==> config.mk <==
export PLATFORM = sky130hd
export DESIGN_NAME = mandel_stream_scheduler
export DESIGN_NICKNAME = d
export VERILOG_FILES = /design/src/rtl/mandel_pkg.sv /design/src/rtl/mandel_colour_map.sv /design/src/rtl/mandel_stream_scheduler.sv
export SDC_FILE = /design/constraint.sdc
export NUM_CORES = 1
export LEC_CHECK = 0
export ABC_AREA = 0
export CORE_UTILIZATION = 35
export CTS_CLUSTER_SIZE = 28
export DETAILED_ROUTE_END_ITERATION = 16
export HOLD_SLACK_MARGIN = 0.12
export SKIP_CTS_REPAIR_TIMING = 1
export SYNTH_ARGS = -nofsm -noshare
export SYNTH_HDL_FRONTEND = slang
export SYNTH_SLANG_ARGS = --single-unit
==> constraint.sdc <==
create_clock -name out_stream_aclk -period 4 [get_ports out_stream_aclk]
set_input_delay 0.6 -clock out_stream_aclk [delete_from_list [all_inputs] [get_ports out_stream_aclk]]
set_output_delay 0.6 -clock out_stream_aclk [all_outputs]
set_load 0.1 [all_outputs]
==> src/rtl/mandel_pkg.sv <==
// mandel_pkg: shared FSM states, pixel tags and palette for the Mandelbrot stream path
package mandel_pkg;
  typedef enum logic [1:0] {IDLE, RUN, DRAIN} state_t;
  typedef struct packed {
    logic sof;
    logic eol;
  } tag_t;
  function automatic int idx_w(input int n);
    return n > 1 ? $clog2(n) : 1;
  endfunction
  function automatic logic [23:0] palette(input logic [7:0] c, input logic mode);
    return mode ? {c, c[6:0], 1'b0, c[5:0], 2'b00} : {3{8'hFF - c}};
  endfunction
endpackage

==> src/rtl/mandel_colour_map.sv <==
// mandel_colour_map: combinational depth to RGB mapping with shift, saturation and palette select
module mandel_colour_map
  import mandel_pkg::*;
#(
  parameter int DEPTH_W = 11
) (
  input  logic [DEPTH_W-1:0] depth,
  input  logic [DEPTH_W-1:0] max_iter,
  input  logic [3:0]         shift,
  input  logic               mode,
  output logic [23:0]        rgb
);
  logic [DEPTH_W-1:0] scaled;
  logic [7:0] c;
  always_comb begin
    scaled = depth >> shift;
    c = (depth >= max_iter || scaled > DEPTH_W'(255)) ? 8'hFF : scaled[7:0];
    rgb = palette(c, mode);
  end
endmodule

==> src/rtl/mandel_stream_scheduler.sv <==
// mandel_stream_scheduler: round-robin pixel dispatch to depth engines with in-order
// collection, colouring and AXI4-Stream output
module mandel_stream_scheduler
  import mandel_pkg::*;
#(
  parameter int X_SIZE = 960,
  parameter int Y_SIZE = 720,
  parameter int NUM_ENGINES = 4,
  parameter int DEPTH_W = 11,
  localparam int XW = $clog2(X_SIZE),
  localparam int YW = $clog2(Y_SIZE)
) (
  input  logic                           out_stream_aclk,
  input  logic                           periph_resetn,
  input  logic                           cfg_enable,
  input  logic [DEPTH_W-1:0]             cfg_max_iter,
  input  logic [3:0]                     cfg_shift,
  input  logic                           cfg_mode,
  output logic [NUM_ENGINES-1:0]         eng_start,
  output logic [XW-1:0]                  eng_x,
  output logic [YW-1:0]                  eng_y,
  input  logic [NUM_ENGINES-1:0]         eng_done,
  input  logic [NUM_ENGINES*DEPTH_W-1:0] eng_depth,
  output logic [31:0]                    out_stream_tdata,
  output logic [3:0]                     out_stream_tkeep,
  output logic                           out_stream_tvalid,
  input  logic                           out_stream_tready,
  output logic                           out_stream_tlast,
  output logic                           out_stream_tuser,
  output logic                           frame_done,
  output logic                           busy,
  output logic                           err_unexpected_done
);
  localparam int EW = idx_w(NUM_ENGINES);
  state_t state, state_nx;
  logic [XW-1:0] x;
  logic [YW-1:0] y;
  logic [EW-1:0] issue_ptr, out_ptr;
  logic [NUM_ENGINES-1:0] eng_busy, slot_full, retire, issue_mask, load_mask;
  logic [DEPTH_W-1:0] slot_depth [NUM_ENGINES];
  tag_t slot_tag [NUM_ENGINES];
  logic [DEPTH_W-1:0] sh_max_iter;
  logic [3:0] sh_shift;
  logic sh_mode, issue, load, x_last, y_last, drain_done;
  logic [23:0] rgb;

  assign out_stream_tkeep = 4'hF;
  assign busy = state != IDLE;

  mandel_colour_map #(.DEPTH_W(DEPTH_W)) u_colour (
    .depth(slot_depth[out_ptr]),
    .max_iter(sh_max_iter),
    .shift(sh_shift),
    .mode(sh_mode),
    .rgb(rgb)
  );

  always_comb begin
    x_last = x == XW'(X_SIZE - 1);
    y_last = y == YW'(Y_SIZE - 1);
    issue = state == RUN && !eng_busy[issue_ptr] && !slot_full[issue_ptr];
    load = slot_full[out_ptr] && (!out_stream_tvalid || out_stream_tready);
    retire = eng_done & eng_busy;
    issue_mask = issue ? NUM_ENGINES'(1) << issue_ptr : '0;
    load_mask = load ? NUM_ENGINES'(1) << out_ptr : '0;
    // with nothing in engines or slots, the beat leaving now must be the frame's last
    drain_done = state == DRAIN && out_stream_tvalid && out_stream_tready && !(|eng_busy) && !(|slot_full);
    state_nx = state;
    case (state)
      IDLE:    state_nx = cfg_enable ? RUN : IDLE;
      RUN:     state_nx = (issue && x_last && y_last) ? DRAIN : RUN;
      DRAIN:   state_nx = drain_done ? IDLE : DRAIN;
      default: state_nx = IDLE;
    endcase
  end

  always_ff @(posedge out_stream_aclk or negedge periph_resetn)
    if (!periph_resetn) state <= IDLE;
    else state <= state_nx;

  always_ff @(posedge out_stream_aclk or negedge periph_resetn)
    if (!periph_resetn) begin
      x <= '0;
      y <= '0;
      issue_ptr <= '0;
      out_ptr <= '0;
      eng_busy <= '0;
      slot_full <= '0;
      for (int i = 0; i < NUM_ENGINES; i++) begin
        slot_depth[i] <= '0;
        slot_tag[i] <= '0;
      end
      sh_max_iter <= '0;
      sh_shift <= '0;
      sh_mode <= 1'b0;
      eng_start <= '0;
      eng_x <= '0;
      eng_y <= '0;
      out_stream_tdata <= '0;
      out_stream_tvalid <= 1'b0;
      out_stream_tlast <= 1'b0;
      out_stream_tuser <= 1'b0;
      frame_done <= 1'b0;
      err_unexpected_done <= 1'b0;
    end else begin
      frame_done <= drain_done;
      if (state == IDLE && cfg_enable) begin
        sh_max_iter <= cfg_max_iter;
        sh_shift <= cfg_shift;
        sh_mode <= cfg_mode;
      end
      eng_start <= issue_mask;
      if (issue) begin
        eng_x <= x;
        eng_y <= y;
        slot_tag[issue_ptr] <= '{sof: x == '0 && y == '0, eol: x_last};
        x <= x_last ? '0 : x + 1'b1;
        if (x_last) y <= y_last ? '0 : y + 1'b1;
        issue_ptr <= issue_ptr == EW'(NUM_ENGINES - 1) ? '0 : issue_ptr + 1'b1;
      end
      for (int i = 0; i < NUM_ENGINES; i++)
        if (retire[i]) slot_depth[i] <= eng_depth[i*DEPTH_W +: DEPTH_W];
      eng_busy <= (eng_busy | issue_mask) & ~retire;
      slot_full <= (slot_full | retire) & ~load_mask;
      err_unexpected_done <= err_unexpected_done | (|(eng_done & ~eng_busy));
      if (load) begin
        out_stream_tvalid <= 1'b1;
        out_stream_tdata <= {8'h00, rgb};
        out_stream_tlast <= slot_tag[out_ptr].eol;
        out_stream_tuser <= slot_tag[out_ptr].sof;
        out_ptr <= out_ptr == EW'(NUM_ENGINES - 1) ? '0 : out_ptr + 1'b1;
      end else if (out_stream_tready) out_stream_tvalid <= 1'b0;
    end
endmodule

==> results of run 1 <==
## final cells by class
class | count | share of cell area
inverter | 31 | 0.0123
sequential | 154 | 0.406
tap | 275 | 0.0363
timing repair buffer | 129 | 0.135
multi-input combinational | 473 | 0.349
clock inverter | 15 | 0.0158
clock buffer | 17 | 0.0448
## metal layers
metal,share of wire,up-vias
li1,-,2651
met1,0.49,2695
met2,0.47,110
met3,0.035,19
met4,0.014,0
met5,0,-
## metrics by stage
stage / utilization / worst slack [ns] / std cells / cell area, sq um / hold slack, ns
floorplan: - / 0.908 / 708 / 7530 / 0.304
global placement: 0.424 / 0.638 / 1062 / 8910 / 0.460
detailed placement: 0.424 / 0.610 / 1062 / 8910 / 0.462
CTS: 0.451 / 0.596 / 1094 / 9490 / 0.202
global route: 0.451 / 0.338 / 1094 / 9490 / 0.221
finish: 0.451 / 0.628 / 1094 / 9490 / 0.160
## report_power, final
group	internal, uW	switching [uW]	total [uW]
registers	2120	465	2580
clock network	831	743	1570
logic	1560	2920	4480
total	4510	4130	8640
## cell families after synthesis
logic type / after synthesis
AO/OA/AOI/OAI: 128
XOR/XNOR: 7
adder cells (fa/ha/maj): 25
buffers and inverters: 81
flip-flops: 154
multiplexers: 82
other: 2
AND/OR/NAND/NOR: 219
## registers in the layout, summed over array words and instances, names as in the netlist, 8 cells and up
register	flops
out_stream_tdata	23
eng_x	10
sh_max_iter	11
y	10
slot_tag	8
eng_y	10
slot_depth	44
x	10
## final timing paths
path,endpoint,cells after the start
max in group asynchronous,issue_ptr[0]$_DFFE_PN0P_,2
worst max-delay path,out_stream_tdata[9]$_DFFE_PN0P_,9
worst max register to register,out_stream_tdata[9]$_DFFE_PN0P_,9
min in group out_stream_aclk,eng_y[6]$_DFFE_PN0P_,2
worst min-delay path,sh_max_iter[5]$_DFFE_PN0P_,1
worst min register to register,eng_y[6]$_DFFE_PN0P_,2
## critical path, cell delays in order, from the launching register on
cell and delay [ns]:
dfrtp_1 0.63, buf_4 0.26, mux4_2 0.57, ha_1 0.32
a21o_1 0.18, a21oi_1 0.13, o211ai_1 0.12, a21o_1 0.35
or4_1 0.56, a31oi_1 0.17
## cell usage after synthesis (all sizes together) (2+ instances only)
| library cell | instances | area share |
|---|---|---|
| a2111oi | 2 | 0.0023 |
| a211oi | 6 | 0.0067 |
| a21o | 6 | 0.0060 |
| a21oi | 23 | 0.015 |
| a31oi | 10 | 0.0083 |
| and2 | 7 | 0.0058 |
| and3 | 4 | 0.0033 |
| buf | 19 | 0.018 |
| clkbuf | 31 | 0.016 |
| clkinv | 2 | 0.0010 |
| conb | 2 | 0.0010 |
| dfrtp | 154 | 0.51 |
| ha | 25 | 0.042 |
| inv | 29 | 0.015 |
| mux2 | 59 | 0.089 |
| mux2i | 8 | 0.011 |
| mux4 | 15 | 0.045 |
| nand2 | 110 | 0.055 |
| nand2b | 5 | 0.0042 |
| nand3 | 17 | 0.011 |
| nand4 | 5 | 0.0042 |
| nor2 | 33 | 0.017 |
| nor3 | 15 | 0.010 |
| nor4 | 8 | 0.0075 |
| o211ai | 6 | 0.0060 |
| o21a | 4 | 0.0040 |
| o21ai | 49 | 0.033 |
| o31ai | 7 | 0.0070 |
| or2 | 3 | 0.0025 |
| or3 | 3 | 0.0025 |
| or4 | 2 | 0.0020 |
| xnor2 | 5 | 0.0058 |
| xor2 | 2 | 0.0023 |
==> impl_results.md, run 1 <==
- Setup TNS: 0 ns
- Largest family of logic cells by synthesized area: multiplexers
- Met3 Usage GRT: 0.0380
- Synth unique cells: 60
- FF+latch area: 0.00385 sq mm
- Number of global-route vias before repair: around 5,500
- First-pass GRT wire length: 29,400 um
- FFs w/ async S/R, synth: 1.00
- Critical Path Start Type: flop
- Layout area overhead: 26.6%
- Root Buffer: clkbuf_16
- H-tree depth: 4
- Crit Path Category: flop to flop
- Clock transition at path regs: 0.07 ns
- Post-synth EDFFs: 0
- Post-synthesis compound-gate area fraction: 0.107
- Worst EP arrival: 3.72 ns
- Worst EP required: 4.35 ns
- RSZ-0062 raised after global routing: false
- DR WL/cell: about 16 um
- Core ar.: 0.0210 sq mm
- Initial Util: 0.357
- Design Power: about 8600 uW
- Worst hold path class: input port to async pin
- Syn Std Cell Area: 0.00750 sq mm
- Synth Register Bits: between 150 and 200
- Reg-to-reg slack, setup: 0.63 ns
- Setup Skew: 0.0156 ns
- CTS tree: built
- Rel. slew slack: 0.310
- Total CTS buffers: 17
- Fillers: 1,972
- Critical path fanouts, max: 16
- Worst-Margin Slew: 1.03 ns
- Max Slew Vio Count: 0
- FMAX: 297 MHz
- Die Width: approximately 150 um
- Placer Congestion: 0.868
- Post-synthesis adder-cell area fraction: 0.0417
- I/O pin cnt: 134
- Detail Placement HPWL: 13,200 um
- MaxCap Viol Count: 0
- Grt peak-use layer: met2
- # DRC: 0
- Seq/Total Area, Yosys: 0.514
- CTS sink cnt: 154
- Die height: 148 um
- Initial antenna violation count: 0
- Share of layout cells above drive strength 1: 0.148
- Max Root-Sink Buffers: 2
- Final Hold Fails: 0
- Pwr dens: around 900 mW/mm^2
- Post-synthesis cell count: 698
- Clock Latency Late Sink: around 0.44 ns
- Met1 Resource Use GR: 0.237
- DRT Wirelength: 18,000 um
- Vias/cell: 5.00
- Gr usage total: 0.173
- Min Tclk post-route: 3.37 ns
- Via count: 5,475
- Status: complete, no violations
- Area of the multi-input gates: 0.00331 sq mm
- Antenna Nets Post-Route: 0
- Die Area: 0.0220 sq mm
- Endpoint class of the critical path: flop
- Commonest cells after routing, fill and taps aside: 154 x dfrtp_1, 120 x clkdlybuf4s50_1, 110 x nand2_1, 59 x mux2_2, 49 x o21ai_0
- Synth Flop Type: dfrtp_1
- Initial DRC count: 374
- Post-Synth XOR/XNOR Area: 0.00818
- Worst R2R Start: out_ptr[0]$_DFFE_PN0P_
- Port Buf Inserts: 121
- Final Cycle Share: 0.843
- Setup violators final: 0
- Commonest non-fill, non-tap cell in the layout: dfrtp_1
- Crit path from: out_ptr[0]$_DFFE_PN0P_
- Synth Area in Simple Gates: 0.135
- Row cnt: between 50 and 60
- GRT Residual Overflow: 0
- Routing usage on met2: 0.271
- Largest net degree at the start of global routing: 84
- Mux cell area share after synthesis: 0.144
- Inserted Diodes: 0
- Yosys warns: 0
- Mapped Avg Cell Area: approximately 11 sq um
- Max VDD drop: 0.000350 V
- Lkg Pwr: 0.00414 uW
- Nets: 899
- DR pass1 iterations: 4
Note: power is estimated with default switching activity, not from simulation.
==> run 2, diff against run 1 <==
==> constraint.sdc (replaced) <==
create_clock -name out_stream_aclk -period 3.4 [get_ports out_stream_aclk]
set_input_delay 0.51 -clock out_stream_aclk [delete_from_list [all_inputs] [get_ports out_stream_aclk]]
set_output_delay 0.51 -clock out_stream_aclk [all_outputs]
set_load 0.1 [all_outputs]
==> impl_results.md, run 2 (synthesis gave the netlist of run 1 again) <==
- Sw Share: 0.480 (+0.00128)
- Total CTS buffers: 17 (unchanged)
- Vias/cell: 5.11 (+2.1%)
- Inserted Diodes: 0 (unchanged)
- Endpoint class of the critical path: flop
- Rel. slew slack: 0.288 (-0.0217)
- Clock transition at path regs: 0.07 ns (about the same)
- Max VDD drop: 0.000419 V (+20%)
- Commonest cells after routing, fill and taps aside: 154 x dfrtp_1, 120 x clkdlybuf4s50_1, 110 x nand2_1, 59 x mux2_2, 49 x o21ai_0
- Gr usage total: 0.172 (-0.000752)
- Biggest cell delay along the critical path: 0.57 ns (-0.06 ns)
- Status: complete, no violations
- FF+latch area: 0.00385 sq mm (unchanged)
- Core ar.: 0.0210 sq mm (unchanged)
- Crit Path Category: flop to flop
- CTS tree: built
- Commonest non-fill, non-tap cell in the layout: dfrtp_1
- Root Buffer: clkbuf_16
- Share of layout cells above drive strength 1: 0.155 (+0.00741)
- Final Cycle Share: 0.922 (+0.0790)
- Setup TNS: 0 ns (unchanged)
- Worst R2R Path Depth: 9 (unchanged)
- DRT Wirelength: 18,200 um (+0.84%)
- Via count: 5,622 (+2.7%)
- Port Buf Inserts: 121 (unchanged)
- Max Root-Sink Buffers: 2 (unchanged)
- Final Hold Fails: 0 (unchanged)
- Die Area: 0.0220 sq mm (unchanged)
- Initial Util: 0.357 (unchanged)
- Antenna Nets Post-Route: 0 (unchanged)
- Largest net degree at the start of global routing: 75 (-11%)
- Reg-to-reg slack, setup: 0.26 ns (-0.36 ns)
- Critical Path Start Type: flop
- Biggest regs: slot_depth (44), out_stream_tdata (23), sh_max_iter (11)
- Worst-Margin Slew: 1.06 ns (+0.0324 ns)
- Max FFs per register: 44 (unchanged)
- Power share of the combinational group: 0.518 (about the same)
- Worst R2R Start: out_ptr[0]$_DFFE_PN0P_
- Lkg Pwr: 0.00420 uW (+1.3%)
- RSZ-0062 raised after global routing: false
- Setup Skew: 0.0100 ns (-0.00561 ns)
- Critical path fanouts, max: 16 (unchanged)
- MaxCap Viol Count: 0 (unchanged)
- Die Width: 148 um (unchanged)
- Final worst setup slack: 0.265 ns (-0.363 ns)
- Largest Register: slot_depth
- Pwr dens: 1080 mW/mm^2 (+19%)
- First-pass GRT wire length: 29,100 um (-1.1%)
- Seq pwr share: 0.296 (-0.003)
- Final instance area: 0.00958 sq mm (+0.95%)
- Layout area overhead: 27.8%
- Worst EP required: 3.76 ns (-0.59 ns)
- DP Area: 0.00896 sq mm (+0.51%)
- Fillers: 1,905 (-3.4%)
- Die height: 148 um (unchanged)
- Placer Congestion: 0.862 (-0.73%)
- Hold_ws: 0.0825 ns (-0.0779 ns)
- Row cnt: 53 (unchanged)
- Worst EP arrival: 3.49 ns (-0.23 ns)
- Crit-path slowest cell: mux4_2
- Clock power share: 0.186 (+0.004)
- Number of global-route vias before repair: 5,328 (-3.5%)
- Detail Placement HPWL: 13,600 um (+3.2%)
- End of the worst register-to-register path: out_stream_tdata[9]$_DFFE_PN0P_
- DR pass1 iterations: 5 (+1)
- GRT Residual Overflow: 0 (unchanged)
- I/O pin cnt: 134 (unchanged)
- Worst-path cell chain: buf_4 > mux4_2 > ha_1 > a21o_1 > a21oi_1 > o211ai_1 > a21o_2 > or4_1 > a31oi_1
- Worst hold path class: input port to async pin
- Crit path from: out_ptr[0]$_DFFE_PN0P_
- DP Worst Slack: 0.206 ns (-0.405 ns)
- Pint: 5380 uW (+19%)
- Nets: 905 (+0.67%)
- DR WL/cell: 16.5 um (+0.29%)
- FMAX: 319 MHz (+7.6%)
- CTS sink cnt: 154 (unchanged)
- Area of the multi-input gates: 0.00332 sq mm (about the same)
- Setup crit end: out_stream_tdata[9]$_DFFE_PN0P_
- Min Tclk post-route: 3.14 ns (-0.237 ns)
- Initial antenna violation count: 0 (unchanged)
- Initial DRC count: 360 (-3.7%)
- Max Slew Vio Count: 0 (unchanged)
- H-tree depth: 4 (unchanged)
- Clock Latency Late Sink: 0.43 ns (about the same)
- # DRC: 0 (unchanged)
- P_sw: 4960 uW (+20%)
- Setup violators final: 0 (unchanged)
## run 2: cell types whose count changed in the layout (fill, tap and decap cells not counted)
| cell | before | now |
|---|---|---|
| buf_4 | 7 | 13 |
| clkinv_8 | 1 | 6 |
| clkinvlp_4 | 3 | 0 |
| clkinv_4 | 2 | 0 |
| inv_8 | 6 | 4 |
| a21o_1 | 6 | 5 |
| a21o_2 | 0 | 1 |
| inv_12 | 0 | 1 |
| inv_6 | 3 | 4 |
## run 2: final cells by class
cell class                      instances  share of cell area
Tap cell                              275              0.0359
Inverter                               31              0.0121
Timing Repair Buffer                  135               0.139
Clock inverter                         15              0.0202
Sequential cell                       154               0.402
Clock buffer                           17              0.0444
Multi-Input combinational cell        473               0.346
## run 2: metrics by stage
step           power [uW]  utilization  instances
2_1_floorplan        6980            -        708
3_3_place_gp         8350        0.426       1068
3_5_place_dp         8440        0.426       1068
4_1_cts             10400        0.456       1100
5_1_grt             11000        0.456       1100
6_report            10300        0.456       1100
## run 2: worst min-delay path by stage
stage	startpoint	end	slack (ns)	cells past startpoint
6_report	periph_resetn	sh_max_iter[8]$_DFFE_PN0P_	0.08	1
5_1_grt	periph_resetn	sh_max_iter[8]$_DFFE_PN0P_	0.13	1
4_1_cts	periph_resetn	sh_shift[3]$_DFFE_PN0P_	0.11	1
3_5_place_dp	eng_y[9]$_DFFE_PN0P_	eng_y[9]$_DFFE_PN0P_	0.47	2
3_3_place_gp	eng_y[9]$_DFFE_PN0P_	eng_y[9]$_DFFE_PN0P_	0.46	2
2_1_floorplan	periph_resetn	eng_busy[0]$_DFF_PN0_	0.21	0
## run 2: layer usage
| metal | share of wire | GRT usage | routed length, um | vias up |
|---|---|---|---|---|
| met4 | 0.017 | 0.0613 | 308 | 0 |
| li1 | - | - | - | 2672 |
| met2 | 0.44 | 0.252 | 8020 | 170 |
| met5 | 0 | 0 | 0 | - |
| met1 | 0.49 | 0.248 | 8950 | 2759 |
| met3 | 0.049 | 0.0402 | 897 | 21 |
## run 2: power by group through the flow
stage | Clock (uW) | Combinational (uW) | Sequential, uW
2_1_floorplan | 0 | 2850 | 4130
3_3_place_gp | 0 | 5270 | 3080
3_5_place_dp | 0 | 5360 | 3080
4_1_cts | 1960 | 5370 | 3050
5_1_grt | 2050 | 5820 | 3130
6_report | 1920 | 5360 | 3060
## run 2: critical path: cells and delay by family, from the launching register on
family                     cells  cell delay [ns]
AOI/OAI and AO/OA              5             0.95
adders and majority gates      1             0.33
buffers and inverters          1             0.21
DFF                            1             0.47
muxes                          1             0.57
and+or+nand+nor                1             0.53
